<file path="config.mk">
export PLATFORM = sky130hd
export DESIGN_NAME = fetch_stage_flat
export DESIGN_NICKNAME = d
export VERILOG_FILES = /design/src/rtl/fetch_stage_pkg.sv /design/src/rtl/fetch_stage_if.sv /design/src/rtl/fetch_stage_fifo.sv /design/src/rtl/fetch_stage.sv /design/src/flat_wrapper.sv
export SDC_FILE = /design/constraint.sdc
export NUM_CORES = 1
export LEC_CHECK = 0
export BUFFER_PORTS_ARGS = -buffer_cell sky130_fd_sc_hd__buf_2
export CELL_PAD_IN_SITES_DETAIL_PLACEMENT = 1
export CELL_PAD_IN_SITES_GLOBAL_PLACEMENT = 1
export CORE_MARGIN = 3
export CORE_UTILIZATION = 46
export DETAILED_ROUTE_END_ITERATION = 10
export GPL_ROUTABILITY_DRIVEN = 1
export HOLD_SLACK_MARGIN = 0.1
export PLACE_DENSITY = 0.93
export SLEW_MARGIN = 20
export SYNTH_ARGS = -nofsm -noshare
export SYNTH_HDL_FRONTEND = slang
export SYNTH_SLANG_ARGS = --single-unit
</file>
<file path="constraint.sdc">
create_clock -name clk -period 7 [get_ports clk]
set_clock_uncertainty 0.15 [all_clocks]
set_input_delay 1.75 -clock clk [delete_from_list [all_inputs] [get_ports clk]]
set_output_delay 1.75 -clock clk [all_outputs]
set_load 0.05 [all_outputs]
</file>
<file path="src/rtl/fetch_stage_pkg.sv">
// fetch_stage_pkg: shared types and constants for the instruction-fetch stage.
//   u32_t        : 32-bit machine word
//   id_params_t  : fetch -> decode payload {ia_plus_4, ir}
//   FETCH_FIFO_DEPTH, RESET_VECTOR_DEFAULT, word_align()
package fetch_stage_pkg;

    typedef logic [31:0] u32_t;

    typedef struct packed {
        u32_t ia_plus_4;
        u32_t ir;
    } id_params_t;

    localparam int   FETCH_FIFO_DEPTH     = 2;
    localparam u32_t RESET_VECTOR_DEFAULT = 32'h0000_0000;

    function automatic u32_t word_align(input u32_t a);
        return a & 32'hFFFF_FFFC;
    endfunction

endpackage

</file>
<file path="src/rtl/fetch_stage_if.sv">
// fetch_stage_if: instruction-memory request/grant/response bus.
//   imem_req_o/imem_addr_o : fetch -> memory read request
//   imem_gnt_i             : memory accepts the request this cycle
//   imem_rvalid_i/rdata_i  : in-order read response
// master = fetch stage, slave = instruction memory.
interface fetch_stage_if;
    import fetch_stage_pkg::*;

    logic imem_req_o;
    u32_t imem_addr_o;
    logic imem_gnt_i;
    logic imem_rvalid_i;
    u32_t imem_rdata_i;

    modport master (
        output imem_req_o, imem_addr_o,
        input  imem_gnt_i, imem_rvalid_i, imem_rdata_i
    );

    modport slave (
        input  imem_req_o, imem_addr_o,
        output imem_gnt_i, imem_rvalid_i, imem_rdata_i
    );
endinterface

</file>
<file path="src/rtl/fetch_stage_fifo.sv">
// fetch_fifo: 2-entry synchronous FIFO of id_params_t.
//   push/din  : write an entry (ignored when full unless popping too)
//   pop/dout  : head entry, read straight from storage (registered)
//   flush     : empty the FIFO, has priority over push/pop
//   full/empty/count : occupancy
module fetch_fifo
    import fetch_stage_pkg::*;
(
    input  logic       clk,
    input  logic       rst_n,
    input  logic       flush,
    input  logic       push,
    input  id_params_t din,
    input  logic       pop,
    output id_params_t dout,
    output logic       full,
    output logic       empty,
    output logic [1:0] count
);
    id_params_t mem_q [FETCH_FIFO_DEPTH];
    logic       rd_ptr_q;
    logic       wr_ptr_q;
    logic [1:0] count_q;
    logic       do_push;
    logic       do_pop;

    assign full  = (count_q == 2'd2);
    assign empty = (count_q == 2'd0);
    assign count = count_q;
    assign dout  = mem_q[rd_ptr_q];

    assign do_pop  = pop && !empty;
    // When full, the slot being written is the one being popped this cycle.
    assign do_push = push && (!full || do_pop);

    always_ff @(posedge clk or negedge rst_n) begin
        if (!rst_n) begin
            for (int i = 0; i < FETCH_FIFO_DEPTH; i++) mem_q[i] <= '0;
            rd_ptr_q <= 1'b0;
            wr_ptr_q <= 1'b0;
            count_q  <= 2'd0;
        end else if (flush) begin
            rd_ptr_q <= 1'b0;
            wr_ptr_q <= 1'b0;
            count_q  <= 2'd0;
        end else begin
            if (do_push) begin
                mem_q[wr_ptr_q] <= din;
                wr_ptr_q        <= ~wr_ptr_q;
            end
            if (do_pop) rd_ptr_q <= ~rd_ptr_q;
            count_q <= count_q + {1'b0, do_push} - {1'b0, do_pop};
        end
    end

    a_no_overflow: assert property (@(posedge clk) disable iff (!rst_n)
        !(push && !flush && full && !pop));

endmodule

</file>
<file path="src/rtl/fetch_stage.sv">
// fetch_stage: instruction fetch, upstream of decode.
//   clk, rst_n          : clock, async active-low reset
//   imem (master)       : instruction-memory request/grant/response bus
//   redirect_i/addr_i   : flush and restart fetch at a new PC
//   id_valid_o/params_o : {pc+4, instruction} to decode, id_ready_i accepts
// Build option: FETCH_DUAL_OUTSTANDING_EN allows two reads in flight;
// without it one read is in flight and the address queue is one register.
module fetch_stage
    import fetch_stage_pkg::*;
#(
    parameter u32_t RESET_VECTOR = RESET_VECTOR_DEFAULT
)(
    input  logic                 clk,
    input  logic                 rst_n,
    fetch_stage_if.master        imem,
    input  logic                 redirect_i,
    input  u32_t                 redirect_addr_i,
    output logic                 id_valid_o,
    output id_params_t           id_params_o,
    input  logic                 id_ready_i
);
`ifdef FETCH_DUAL_OUTSTANDING_EN
    localparam logic [1:0] MAX_OUT = 2'd2;
`else
    localparam logic [1:0] MAX_OUT = 2'd1;
`endif

    u32_t       pc_q;
    logic [1:0] out_cnt_q;
    logic [1:0] squash_cnt_q;
    logic       active_q;
    logic [1:0] out_cnt_next;
    logic [1:0] fifo_count;
    logic       fifo_full;
    logic       fifo_empty;
    logic       grant;
    logic       rsp_pop;
    logic       rsp_keep;
    u32_t       aq_head;
    id_params_t fifo_din;

    // Credit counts squashed reads and buffered words alike, so the FIFO can
    // never be overrun. active_q keeps the request low while in reset without
    // a combinational path from rst_n.
    assign imem.imem_req_o  = active_q && (out_cnt_q < MAX_OUT) &&
                              (({1'b0, out_cnt_q} + {1'b0, fifo_count}) < 3'd2);
    assign imem.imem_addr_o = pc_q;

    assign grant        = imem.imem_req_o && imem.imem_gnt_i;
    assign rsp_pop      = imem.imem_rvalid_i && (out_cnt_q != 2'd0);
    assign rsp_keep     = rsp_pop && (squash_cnt_q == 2'd0) && !redirect_i;
    assign out_cnt_next = out_cnt_q + {1'b0, grant} - {1'b0, rsp_pop};
    assign fifo_din     = '{ia_plus_4: aq_head + 32'd4, ir: imem.imem_rdata_i};
    assign id_valid_o   = !fifo_empty;

    always_ff @(posedge clk or negedge rst_n) begin
        if (!rst_n) begin
            pc_q         <= word_align(RESET_VECTOR);
            out_cnt_q    <= 2'd0;
            squash_cnt_q <= 2'd0;
            active_q     <= 1'b0;
        end else begin
            active_q  <= 1'b1;
            out_cnt_q <= out_cnt_next;
            if (redirect_i) begin
                pc_q         <= word_align(redirect_addr_i);
                squash_cnt_q <= out_cnt_next;
            end else begin
                if (grant) pc_q <= pc_q + 32'd4;
                if (rsp_pop && squash_cnt_q != 2'd0) squash_cnt_q <= squash_cnt_q - 2'd1;
            end
        end
    end

    // Addresses of granted reads, in request order; squashed reads still pass
    // through so the head always matches the next response.
`ifdef FETCH_DUAL_OUTSTANDING_EN
    u32_t aq_q [2];

    always_ff @(posedge clk or negedge rst_n) begin
        if (!rst_n) begin
            aq_q[0] <= '0;
            aq_q[1] <= '0;
        end else begin
            if (rsp_pop) aq_q[0] <= aq_q[1];
            if (grant) begin
                if (out_cnt_q == 2'd0 || (out_cnt_q == 2'd1 && rsp_pop)) aq_q[0] <= pc_q;
                else aq_q[1] <= pc_q;
            end
        end
    end

    assign aq_head = aq_q[0];
`else
    u32_t aq_q;

    always_ff @(posedge clk or negedge rst_n) begin
        if (!rst_n) aq_q <= '0;
        else if (grant) aq_q <= pc_q;
    end

    assign aq_head = aq_q;
`endif

    fetch_fifo u_fifo (
        .clk   (clk),
        .rst_n (rst_n),
        .flush (redirect_i),
        .push  (rsp_keep),
        .din   (fifo_din),
        .pop   (id_valid_o && id_ready_i),
        .dout  (id_params_o),
        .full  (fifo_full),
        .empty (fifo_empty),
        .count (fifo_count)
    );

    a_no_req_when_full: assert property (@(posedge clk) disable iff (!rst_n)
        fifo_full |-> !imem.imem_req_o);

endmodule

</file>
<file path="src/flat_wrapper.sv">
// flat-port wrapper written by rule: the top's interface ports become plain ports
module fetch_stage_flat import fetch_stage_pkg::*;
#(
    parameter u32_t RESET_VECTOR = RESET_VECTOR_DEFAULT
)
  (clk, rst_n, redirect_i, redirect_addr_i, id_valid_o, id_params_o, id_ready_i, imem_imem_req_o, imem_imem_addr_o, imem_imem_gnt_i, imem_imem_rvalid_i, imem_imem_rdata_i);
  fetch_stage_if imem_i ();
  input  logic clk;
  input  logic rst_n;
  input  logic redirect_i;
  input  u32_t redirect_addr_i;
  output logic id_valid_o;
  output id_params_t id_params_o;
  input  logic id_ready_i;
  output wire logic [$bits(imem_i.imem_req_o)-1:0] imem_imem_req_o;
  output wire logic [$bits(imem_i.imem_addr_o)-1:0] imem_imem_addr_o;
  input wire logic [$bits(imem_i.imem_gnt_i)-1:0] imem_imem_gnt_i;
  input wire logic [$bits(imem_i.imem_rvalid_i)-1:0] imem_imem_rvalid_i;
  input wire logic [$bits(imem_i.imem_rdata_i)-1:0] imem_imem_rdata_i;
  assign imem_imem_req_o = imem_i.imem_req_o;
  assign imem_imem_addr_o = imem_i.imem_addr_o;
  assign imem_i.imem_gnt_i = imem_imem_gnt_i;
  assign imem_i.imem_rvalid_i = imem_imem_rvalid_i;
  assign imem_i.imem_rdata_i = imem_imem_rdata_i;
  fetch_stage #(.RESET_VECTOR(RESET_VECTOR)) u_core (.clk(clk), .rst_n(rst_n), .imem(imem_i), .redirect_i(redirect_i), .redirect_addr_i(redirect_addr_i), .id_valid_o(id_valid_o), .id_params_o(id_params_o), .id_ready_i(id_ready_i));
endmodule
</file>
* After elaboration in Yosys (flattened, before gate mapping)
Cells that the tools add are included.
Word-level totals: bits in registers 201, input bits 70, output and inout bits 98
Operators by class: multiplexer cells 15, eq/ne operators 1, magnitude comparators 5, bitwise gates (word level) 5, add/sub/neg operators 8, reduce and logical (&&, ||, !) cells 24
Operators by type and width (number):
- $mux 64 | 4
- $bwmux 128 | 1
- $add 32x3->32 const B | 2
- $demux 64 s1 | 1
- $mux 32 | 2
- $reduce_bool 2->1 | 6
- $logic_and 1x1->1 | 11
- $mux 2 | 3
- $add 2x1->2 | 2
- $ge 2x2->1 const B | 2
- $logic_not 2->1 | 2
- $lt 2x1->1 const B | 2
- $mux 1 | 4
- $not 1->2 | 2
- $sub 2x1->2 | 2
- $add 2x2->3 | 1
- $logic_not 1->1 | 3
- $lt 3x2->1 const B | 1
- $not 1->1 | 3
- $eq 2x2->1 const B | 1
- $reduce_and 2->1 | 1
- $sub 2x1->2 const B | 1
- $logic_or 1x1->1 | 1

* Depth between registers and ports, before layout
Gate-level depths: netlist (run 1).
depth in word-level cells 9, mapped depth 12

* Modules after synthesis
A second synthesis (run 1) with hierarchy kept.
Second synthesis, totals: cell total of the unflattened synthesis 846, area total of the unflattened synthesis 9988.3 µm²
By module, submodules not included:
- fetch_fifo | cells each 366, area an instance 5982.0 µm², times used 1, seq. area each 3303.2 µm²
- fetch_stage | cells each 480, area an instance 4006.3 µm², times used 1, seq. area each 1626.6 µm²

* Worst setup path before layout (run 1)
No wires, ideal clock.
path type register to output, from reg u_core.u_fifo.count_q[0], in the netlist u_core.u_fifo.count[0], to out imem_imem_req_o, cell stages (with the launch flop) 5, path slack 3.285 ns, data arrival time 1.815 ns, cells stage by stage dfrtp_1 > and2_1 > fa_1 > or4b_4 > nor2_4
On the way: longest elaborated chain between the ends 3
RTL lines:
- start, declared | line fetch_stage_fifo.sv:23 | logic [1:0] count_q;
- start signal, assigned | line fetch_stage_fifo.sv:52 | count_q <= count_q + {1'b0, do_push} - {1'b0, do_pop};
- $add 2x2->3 | line fetch_stage.sv:46 | (({1'b0, out_cnt_q} + {1'b0, fifo_count}) < 3'd2);
- $lt 3x2->1 | line fetch_stage.sv:46
- $logic_and 1x1->1 | line fetch_stage.sv:45 | assign imem.imem_req_o = active_q && (out_cnt_q < MAX_OUT) &&
- end, declared | line flat_wrapper.sv:15 | output wire logic [$bits(imem_i.imem_req_o)-1:0] imem_imem_req_o;
No other way between the ends.

* Worst setup path in the final report (run 1)
from reg u_core.out_cnt_q[0], to out imem_imem_req_o
On the way: longest elaborated chain between the ends 3
RTL lines:
- start, declared | line fetch_stage.sv:29 | logic [1:0] out_cnt_q;
- start signal, assigned | line fetch_stage.sv:64 | out_cnt_q <= out_cnt_next;
- $add 2x2->3 / $lt 2x1->1 (equally long branches) | line fetch_stage.sv:46, fetch_stage.sv:45
- $lt 3x2->1 / $logic_and 1x1->1 (equally long branches) | line fetch_stage.sv:46, fetch_stage.sv:45
- $logic_and 1x1->1 * | line fetch_stage.sv:45
Every way passes the cells marked *; elsewhere a longest branch is shown, timed or not.

==> results of run 1 <==
==> through the flow <==
stage / total power, µW / setup WS [ps]
floorplan: 3380 / 3290
global placement: 3810 / 2670
detailed placement: 3940 / 2580
CTS: 4920 / 2610
global route: 5170 / 2580
finish: 4890 / 2610
==> final timing paths <==
| check | start | end | slack, ps |
|---|---|---|---|
| min | u_core.u_fifo.mem_q[42] | u_core.u_fifo.mem_q[42] | 330 |
| max in group asynchronous | rst_n | u_core.u_fifo.rd_ptr_q | 4140 |
| max reg2reg | u_core.out_cnt_q[0] | u_core.imem.imem_addr_o[5] | 3490 |
| max | u_core.out_cnt_q[0] | imem_imem_req_o | 2610 |
| min in group asynchronous | rst_n | u_core.imem.imem_addr_o[10] | 1240 |
| min reg2reg | u_core.u_fifo.mem_q[42] | u_core.u_fifo.mem_q[42] | 330 |
==> final cells by class <==
cell class	instances	share of cell area, %
clock buffer	17	3.97
clock inverter	15	1.19
inverter	13	0.455
multi-input combinational	654	38.1
sequential	193	45.1
tap	260	3.03
timing repair buffer	170	8.20
==> critical path: cells and delay by family, from the launching register on <==
family	cells	cell delay (ps)
flops	1	430
buf+inv	1	280
fa+ha+maj	1	460
simple gates	3	870
==> cells in the mapped netlist (2+ instances only) <==
cell | count | area, µm²
nand3_1 | 18 | 90.1
nand4_1 | 25 | 156
xor2_1 | 40 | 350
o21ai_0 | 66 | 330
buf_1 | 7 | 26.3
buf_4 | 6 | 45.0
conb_1 | 2 | 7.51
xnor2_1 | 21 | 184
nand2_1 | 285 | 1070
and4_1 | 6 | 52.6
ha_1 | 7 | 87.6
mux2_2 | 105 | 1180
and2_1 | 4 | 25.0
nor2_1 | 10 | 37.5
nor2b_1 | 3 | 18.8
nor3_1 | 3 | 15.0
clkbuf_1 | 31 | 116
and3_1 | 7 | 43.8
nand2b_1 | 2 | 12.5
or2_2 | 3 | 18.8
buf_2 | 7 | 35.0
nor4_4 | 3 | 63.8
dfrtp_1 | 193 | 4830
o21ai_1 | 16 | 80.1
nor4_1 | 9 | 56.3
inv_1 | 12 | 45.0
==> layer usage <==
layer  vias up  GRT usage, %  wire, µm
met1      3582          31.1     11200
met4         0          7.27       426
met5         -             0         0
met3        28          3.98      1010
met2       186          41.3     12800
li1       3323             -         -
==> registers in the layout (all words and copies together) (netlist names) <==
name	cells
u_core.out_cnt_q	2
u_core.u_fifo.wr_ptr_q	1
u_core.imem.imem_addr_o	30
u_core.squash_cnt_q	2
u_core.u_fifo.mem_q	124
u_core.aq_head	30
u_core.u_fifo.rd_ptr_q	1
u_core.active_q	1
u_core.u_fifo.count	2
==> logic make-up (layout without fill, tap and decap cells) <==
kind of cell / Yosys count / after routing / synth area share [%]
simple gates: 386 / 386 / 19.0
flops: 193 / 193 / 52.7
mux: 107 / 107 / 13.1
compound gates: 87 / 87 / 5.12
buf+inv: 64 / 215 / 2.96
xor+xnor: 61 / 61 / 5.83
fa+ha+maj: 8 / 8 / 1.17
other cells: 2 / 5 / 0.0820
==> power breakdown <==
| part | internal (µW) | leakage, µW | switching (µW) |
|---|---|---|---|
| clock network | 466 | 0.000260 | 456 |
| logic | 642 | 0.00254 | 1430 |
| registers | 1540 | 0.00250 | 357 |
| total | 2650 | 0.00530 | 2240 |
==> out/metrics.yaml, run 1 <==
run_status:
  status: "finished clean"
yosys:
  async_flop_share_pct: 100
  syn_inst: 908
  synth_area_per_cell_um2: 10.1
  ys_types: 43
  syn_area_mm2: 0.00916
  ys.flop_type: "dfrtp_1"
  ys_warn_count: 0
  ys_seq_area_share_pct: 52.7
  synth_edf_count: 0
  synth-seq-cells: 193
floorplanning:
  core_mm2: 0.0191
  num_rows: 50
  die_w_um: 147
  ios: 168
  die_h_um: 147
  initial_core_util_pct: 47.8
  die_area_mm2: 0.0216
layout:
  nets: 1127
  regArea_mm2: 0.00483
  insertedDiodeCount: 0
  post-route-util_pct: 56.0
  fillers: 2205
  syn_to_final_growth_pct: 17.0
  final_cell_mix: "nand2_1 (284), dfrtp_1 (192), buf_2 (160), mux2_2 (105), o21ai_0 (66)"
  final_cells: 1322
  final_common_cell: "nand2_1"
  drive_gt1_share_pct: 30.3
  multiInputGateArea_mm2: 0.00408
  stdcell_area_mm2: 0.0107
routing:
  wirelength_mm: 25.4
  vias: 7119
  routedWlPerCell_um: 19.2
  ant_nets: 0
  firstDrtPassIters: 4
  viasPerCell: 5.39
  drt_iter0_markers: 411
  drc: 0
placement:
  place.detailed.hpwl_mm: 16.5
  io_buffers: 161
  place.gp.congestion: 0.787
  dpl.cell_count: 1290
  dpl_cell_area_mm2: 0.0102
sta:
  timing.fmax_ghz: 0.228
  tns_ps: 0
  drv_slew: 0
  finalHoldViolCount: 0
  relSlewSlack_pct: 39.4
  rsz0062_at_grt: "no"
  period_minus_slack_ps: 4390
  hold_slack_ps: 328
  period_share_pct: 62.7
  tightest_slew_ps: 909
  setup_violations: 0
critical_path:
  reg2regPathDepth: 10
  cp_cell_sequence: "and2_1 -> fa_1 -> or4b_4 -> nor2_4 -> buf_2"
  start_kind: "flop"
  critical_path_arrival_ps: 2490
  end_kind: "output port"
  crit_fanout: 5
  cp.required_ps: 5100
  max_stage_delay_ps: 560
  critPathKind: "flop to output port"
  cp_slowest_cell: "or4b_4"
power:
  vdd_drop_max_v: 0.000174
  cellLeakagePower_uw: 0.00530
  power.density_mw_per_mm2: 456
clock_tree:
  clkSlewWorstSetupHoldPaths_ps: 80
  cts_made_buffers: 17
  post_cts_buffers: 0
  htreeDepth: 4
  cts.sinks: 193
  cts_tree: "yes"
  cts_hold_buf: 0
  cts_root_buf: "clkbuf_16"
  cts_resized: 0
  cts.path.max_buffers: 2
  clock_latency_ps: 440
grt:
  grt_max_degree: 98
  overflow: 0
  grt_util_all_layers_pct: 23.9
  antenna_found_initial: 0
  grt_pass1_wl_mm: 41.8
  grt_pass1_vias: 7829
flow_run:
  cap_violations: 0
min_path:
  whs_path_depth: 2
  hold_path_class: "flop to flop"
(Power assumes the default switching activity.)
==> inputs of run 2 (changes only) <==
- CORE_UTILIZATION: 46 -> 39
- PLACE_DENSITY: 0.93 -> 0.84
- clock period: 7 -> 3.8 ns (I/O delays scaled with it)
==> run 2 against run 1 <==
Cell area is 1.7% higher; critical path type unchanged; non-clock buffer count rose by 5; critical path depth unchanged; global-route usage down 4.9 points; clock power is 94% higher; sequential power rose by 82%; largest power group unchanged; largest cell class unchanged; critical endpoint unchanged; highest routed layer unchanged; sequential cell count did not move; first-iteration DRC count fell by 4.6%; combinational power increased by 82%; final cell count rose by 4.4%.
==> out/metrics.yaml, run 2 (synthesis gave the netlist of run 1 again) <==
clock_tree:
  cts_hold_buf: 0  # unchanged
  post_cts_buffers: 0  # unchanged
  cts_made_buffers: 17  # unchanged
  cts_resized: 0  # unchanged
  cts_tree: "yes"  # unchanged
  cts.path.max_buffers: 2  # unchanged
  cts.sinks: 193  # unchanged
  clock_latency_ps: 440  # about the same
  htreeDepth: 4  # unchanged
  cts_root_buf: "clkbuf_16"  # unchanged
  clkSlewWorstSetupHoldPaths_ps: 80  # about the same
power:
  report.power.total_uw: 9010  # was 4890 µW
  switching_share_pct: 45.3  # was 45.8%
  p_seq_share_pct: 38.5  # was 38.8%
  p_comb_share_pct: 41.7  # was 42.3%
  switchingPower_uw: 4080  # was 2240 µW
  internal_power_uw: 4930  # was 2650 µW
  vdd_drop_max_v: 0.000362  # was 0.000174 V
  pwr-share-clk_pct: 19.9  # was 18.9%
  power.density_mw_per_mm2: 827  # was 456 mW/mm²
  cellLeakagePower_uw: 0.00535  # was 0.00530 µW
critical_path:
  worst-path-buf-inv: 1  # unchanged
  end_kind: "output port"  # unchanged
  cp_slowest_cell: "or4b_4"  # unchanged
  cp.required_ps: 2700  # was 5100 ps
  critPathKind: "flop to output port"  # unchanged
  critical_path_arrival_ps: 2480  # was 2490 ps
  cp_cell_sequence: "and2_1 -> fa_1 -> or4b_4 -> nor2_4 -> buf_2"  # unchanged
  max_stage_delay_ps: 560  # about the same
  crit_fanout: 4  # was 5
  start_kind: "flop"  # unchanged
  cp_top_family: "simple AND/OR/NAND/NOR gates"  # unchanged
sta:
  hold_slack_ps: 326  # was 328 ps
  drv_slew: 0  # unchanged
  relSlewSlack_pct: 46.0  # was 39.4%
  period_minus_slack_ps: 3580
  setup_violations: 0  # unchanged
  finalHoldViolCount: 0  # unchanged
  tightest_slew_ps: 810  # was 909 ps
  period_share_pct: 94.1
  rsz0062_at_grt: "no"  # unchanged
  tns_ps: 0  # unchanged
  timing.fmax_ghz: 0.280
routing:
  drc: 0  # unchanged
  viasPerCell: 5.06  # was 5.39
  firstDrtPassIters: 4  # unchanged
  drt_iter0_markers: 392  # was 411
  vias: 6977  # was 7119
  ant_nets: 0  # unchanged
  wirelength_mm: 23.6  # was 25.4 mm
  routedWlPerCell_um: 17.1  # was 19.2 µm
flow_run:
  cap_violations: 0  # unchanged
floorplanning:
  initial_core_util_pct: 40.1  # was 47.8%
  die_area_mm2: 0.0254  # was 0.0216 mm²
  core_mm2: 0.0228  # was 0.0191 mm²
  die_h_um: 159  # was 147 µm
  die_w_um: 159  # was 147 µm
  ios: 168  # unchanged
  num_rows: 55  # was 50
grt:
  antenna_found_initial: 0  # unchanged
  grt_pass1_vias: 7696  # was 7829
  grt_max_degree: 97  # was 98
  grt_util_all_layers_pct: 19.0  # was 23.9%
  overflow: 0  # unchanged
  grt_pass1_wl_mm: 39.5  # was 41.8 mm
layout:
  final_common_cell: "nand2_1"  # unchanged
  insertedDiodeCount: 0  # unchanged
  largest_register: "u_core.u_fifo.mem_q"  # unchanged
  fillers: 2663  # was 2205
  largest_reg_flops: 124  # unchanged
  nets: 1132  # was 1127
  syn_to_final_growth_pct: 19.0  # was 17.0%
  final_cells: 1380  # was 1322
  final_cell_mix: "nand2_1 (284), dfrtp_1 (192), buf_2 (160), mux2_2 (105), o21ai_0 (66)"  # unchanged
  drive_gt1_share_pct: 30.6  # was 30.3%
run_status:
  status: "finished clean"  # unchanged
min_path:
  hold_path_class: "flop to flop"  # unchanged
placement:
  place.detailed.hpwl_mm: 16.8  # was 16.5 mm
  place.gp.congestion: 0.780  # was 0.787
  io_buffers: 161  # unchanged
  dpl.cell_count: 1348  # was 1290
[run 2: cell types whose count changed in the layout (fill, tap and decap cells not counted), sizes merged]
cell and delta:
buf +4, clkinv +2, clkinvlp -4, clkbuf +1, inv +2
[run 2: stage by stage]
step           area, µm²  utilization [%]  setup slack, ps
2_1_floorplan       9170                -              719
3_3_place_gp       10300             45.1              731
3_5_place_dp       10300             45.1              698
4_1_cts            10900             47.7              203
5_1_grt            10900             47.7              163
6_report           10900             47.7              224
[run 2: layout make-up]
class	instances	area, µm²	share of cell area [%]
clock inverter	15	168	1.54
tap	313	392	3.59
clock buffer	17	425	3.90
sequential	193	4830	44.3
timing repair buffer	175	957	8.78
multi-input combinational	654	4080	37.4
inverter	13	48.8	0.448
[run 2: final timing paths]
path,slack [ps],endpoint,depth (start not counted),startpoint
worst min register to register,330,u_core.u_fifo.mem_q[38],2,u_core.u_fifo.mem_q[38]
worst max register to register,830,u_core.imem.imem_addr_o[7],8,u_core.u_fifo.count[0]
max in group asynchronous,2100,u_core.u_fifo.mem_q[89],2,rst_n
min in group asynchronous,460,u_core.u_fifo.mem_q[48],1,rst_n
worst min-delay path,330,u_core.u_fifo.mem_q[38],2,u_core.u_fifo.mem_q[38]
worst max-delay path,220,imem_imem_req_o,5,u_core.u_fifo.count[0]
[run 2: power groups by stage]
stage | clock network [µW] | registers [µW] | logic (µW)
floorplan | 0 | 3370 | 2860
global placement | 0 | 3430 | 3660
detailed placement | 0 | 3500 | 3770
CTS | 1840 | 3470 | 3810
global route | 1920 | 3590 | 4070
finish | 1790 | 3460 | 3760
[run 2: metal layers]
metal  GRT usage [%]  vias to the layer above  wire length [µm]
met4            4.74                        0               333
met3            3.23                       22               780
met1            25.9                     3470             11000
met5               0                        -                 0
met2            31.8                      153             11500
li1                -                     3332                 -
[run 2: worst register-to-register path, stage by stage, from the launching register on]
cell	delay, ps
dfrtp_1	420
and2_1	180
fa_1	460
or4b_4	560
nor2_4	140
nand2_2	70
buf_4	240
or4_1	500
a31oi_1	170
==> inputs of run 3 (changes only) <==
- CORE_UTILIZATION: 39 -> 41
- GPL_ROUTABILITY_DRIVEN: 1 -> not set
- PLACE_DENSITY: 0.84 -> 0.73
- SYNTH_HIERARCHICAL: not set -> 1
==> run 3 against run 2 <==
Via count is 2.1% higher; combinational power is 9.0% lower; clock-buffer cell count rose by 2; global-route usage increased by 0.20 points; critical path type unchanged.
==> out/metrics.yaml, run 3 <==
run_status:
  status: "finished clean"  # unchanged
sta:
  rsz0062_at_grt: "no"  # unchanged
  timing.fmax_ghz: 0.315  # was 0.280 GHz
  finalHoldViolCount: 0  # unchanged
  setup_violations: 0  # unchanged
  drv_slew: 0  # unchanged
  relSlewSlack_pct: 30.7  # was 46.0%
  period_minus_slack_ps: 3180  # was 3580 ps
  hold_slack_ps: 338  # was 326 ps
  tns_ps: 0  # unchanged
  tightest_slew_ps: 1030  # was 810 ps
  period_share_pct: 83.7  # was 94.1%
layout:
  final_cells: 1329  # was 1380
  largest_reg_flops: 128  # was 124
  nets: 1075  # was 1132
  insertedDiodeCount: 0  # unchanged
  final_cell_mix: "dfrtp_1 (196), buf_2 (162), mux2_2 (129), nand2_1 (103), mux2_4 (60)"  # was nand2_1 (284), dfrtp_1 (192), buf_2 (160), mux2_2 (105), o21ai_0 (66)
  syn_to_final_growth_pct: 17.6  # was 19.0%
  drive_gt1_share_pct: 40.7  # was 30.6%
  final_common_cell: "dfrtp_1"  # was nand2_1
  largest_register: "u_core/u_fifo/mem_q"  # was u_core.u_fifo.mem_q
  stdcell_area_mm2: 0.0117  # was 0.0109 mm²
clock_tree:
  cts_hold_buf: 0  # unchanged
  htreeDepth: 4  # unchanged
  cts.path.max_buffers: 2  # unchanged
  cts_tree: "yes"  # unchanged
  clkSlewWorstSetupHoldPaths_ps: 80  # about the same
  cts_made_buffers: 17  # unchanged
  cts_resized: 0  # unchanged
  cts_root_buf: "clkbuf_16"  # unchanged
  post_cts_buffers: 0  # unchanged
  cts.sinks: 197  # was 193
  clock_latency_ps: 440  # about the same
grt:
  grt_max_degree: 75  # was 97
  grt_pass1_vias: 7529  # was 7696
  overflow: 0  # unchanged
  grt_pass1_wl_mm: 40.9  # was 39.5 mm
  grt_util_all_layers_pct: 19.2  # was 19.0%
  antenna_found_initial: 0  # unchanged
placement:
  place.detailed.hpwl_mm: 17.4  # was 16.8 mm
  dpl.cell_count: 1297  # was 1348
  dpl_cell_area_mm2: 0.0112  # was 0.0103 mm²
  io_buffers: 163  # was 161
  place.gp.congestion: 0.815  # was 0.780
routing:
  drt_iter0_markers: 427  # was 392
  drc: 0  # unchanged
  ant_nets: 0  # unchanged
  viasPerCell: 5.36  # was 5.06
  wirelength_mm: 24.9  # was 23.6 mm
  firstDrtPassIters: 6  # was 4
  vias: 7126  # was 6977
  routedWlPerCell_um: 18.8  # was 17.1 µm
critical_path:
  critPathKind: "flop to output port"  # unchanged
  cp_cell_sequence: "and2_1 -> fa_1 -> nor2_1 -> and3_1 -> buf_2"  # was and2_1 -> fa_1 -> or4b_4 -> nor2_4 -> buf_2
  timing.rr.start: "u_core/u_fifo/count[0]"  # was u_core.u_fifo.count[0]
  cp_slowest_cell: "fa_1"  # was or4b_4
  max_stage_delay_ps: 460  # was 560 ps
  start_kind: "flop"  # unchanged
  crit_fanout: 5  # was 4
  rr_endpoint: "u_core/squash_cnt_q[1]"  # was u_core.imem.imem_addr_o[7]
  r2r_slack_ps: 770  # was 830 ps
  end_kind: "output port"  # unchanged
  reg2regPathDepth: 11  # was 8
  cp.required_ps: 2700  # about the same
  critical_path_arrival_ps: 2080  # was 2480 ps
min_path:
  whs_path_depth: 1  # was 2
  hold_start: "u_core/u_fifo/mem_q[31]"  # was u_core.u_fifo.mem_q[38]
  hold_path_class: "flop to flop"  # unchanged
  whs_endpoint: "u_core/u_fifo/mem_q[31]"  # was u_core.u_fifo.mem_q[38]
power:
  report.power.total_uw: 8460  # was 9010 µW
  cellLeakagePower_uw: 0.00553  # was 0.00535 µW
  power.density_mw_per_mm2: 721  # was 827 mW/mm²
  vdd_drop_max_v: 0.000303  # was 0.000362 V
floorplanning:
  die_area_mm2: 0.0263  # was 0.0254 mm²
  initial_core_util_pct: 42.1  # was 40.1%
  ios: 168  # unchanged
  num_rows: 56  # was 55
  die_h_um: 162  # was 159 µm
  die_w_um: 162  # was 159 µm
  core_mm2: 0.0237  # was 0.0228 mm²
yosys:
  syn_area_mm2: 0.00998  # was 0.00916 mm²
  synth_area_per_cell_um2: 11.8  # was 10.1 µm²
  syn_inst: 845  # was 908
  ys_warn_count: 6  # was 0
flow_run:
  cap_violations: 0  # unchanged
==> run 3: where the power goes <==
group / total (µW) / leakage (µW) / internal [µW] / switching, µW
Sequential: 3240 / 0.00253 / 2740 / 499
Clock: 1800 / 0.000288 / 947 / 850
Combinational: 3420 / 0.00271 / 1200 / 2210
==> run 3: through the flow <==
stage / util, % / setup slack, ps
floorplan: - / 552
global placement: 47.1 / 754
detailed placement: 47.1 / 701
CTS: 49.6 / 594
global route: 49.6 / 481
finish: 49.6 / 621
==> run 3: worst max path at each step <==
stage                                start                      to  slack [ps]  depth (start not counted)
global route        u_core/u_fifo/count[0]         imem_imem_req_o         480                          5
floorplan           u_core/u_fifo/count[0]  u_core/squash_cnt_q[1]         550                         14
CTS                 u_core/u_fifo/count[0]         imem_imem_req_o         590                          5
detailed placement              redirect_i  u_core/u_fifo/mem_q[1]         700                          6
finish              u_core/u_fifo/count[0]         imem_imem_req_o         620                          5
global placement                redirect_i  u_core/u_fifo/mem_q[0]         750                          6
==> run 3: area by class of cell <==
type,instances,area (µm²)
fillers,2570,11900
flip-flops and latches,197,4930
multi-input cells,584,4730
repair buffers,180,1030
clock buffers,19,443
well taps,319,399
clock inverters,13,136
inverters,17,63.8
==> run 3: routing by layer <==
layer / up-vias / GRT usage, % / routed length, µm
li1: 3321 / - / -
met1: 3592 / 27.4 / 12100
met2: 196 / 30.3 / 11300
met3: 17 / 4.39 / 1330
met4: 0 / 3.92 / 228
met5: - / 0 / 0
==> run 3: critical path, delay by kind of cell (launching register included) <==
kind          cells  cell delay, ps
flops             1             430
fa+ha+maj         1             460
simple gates      3             480
buf+inv           1             270
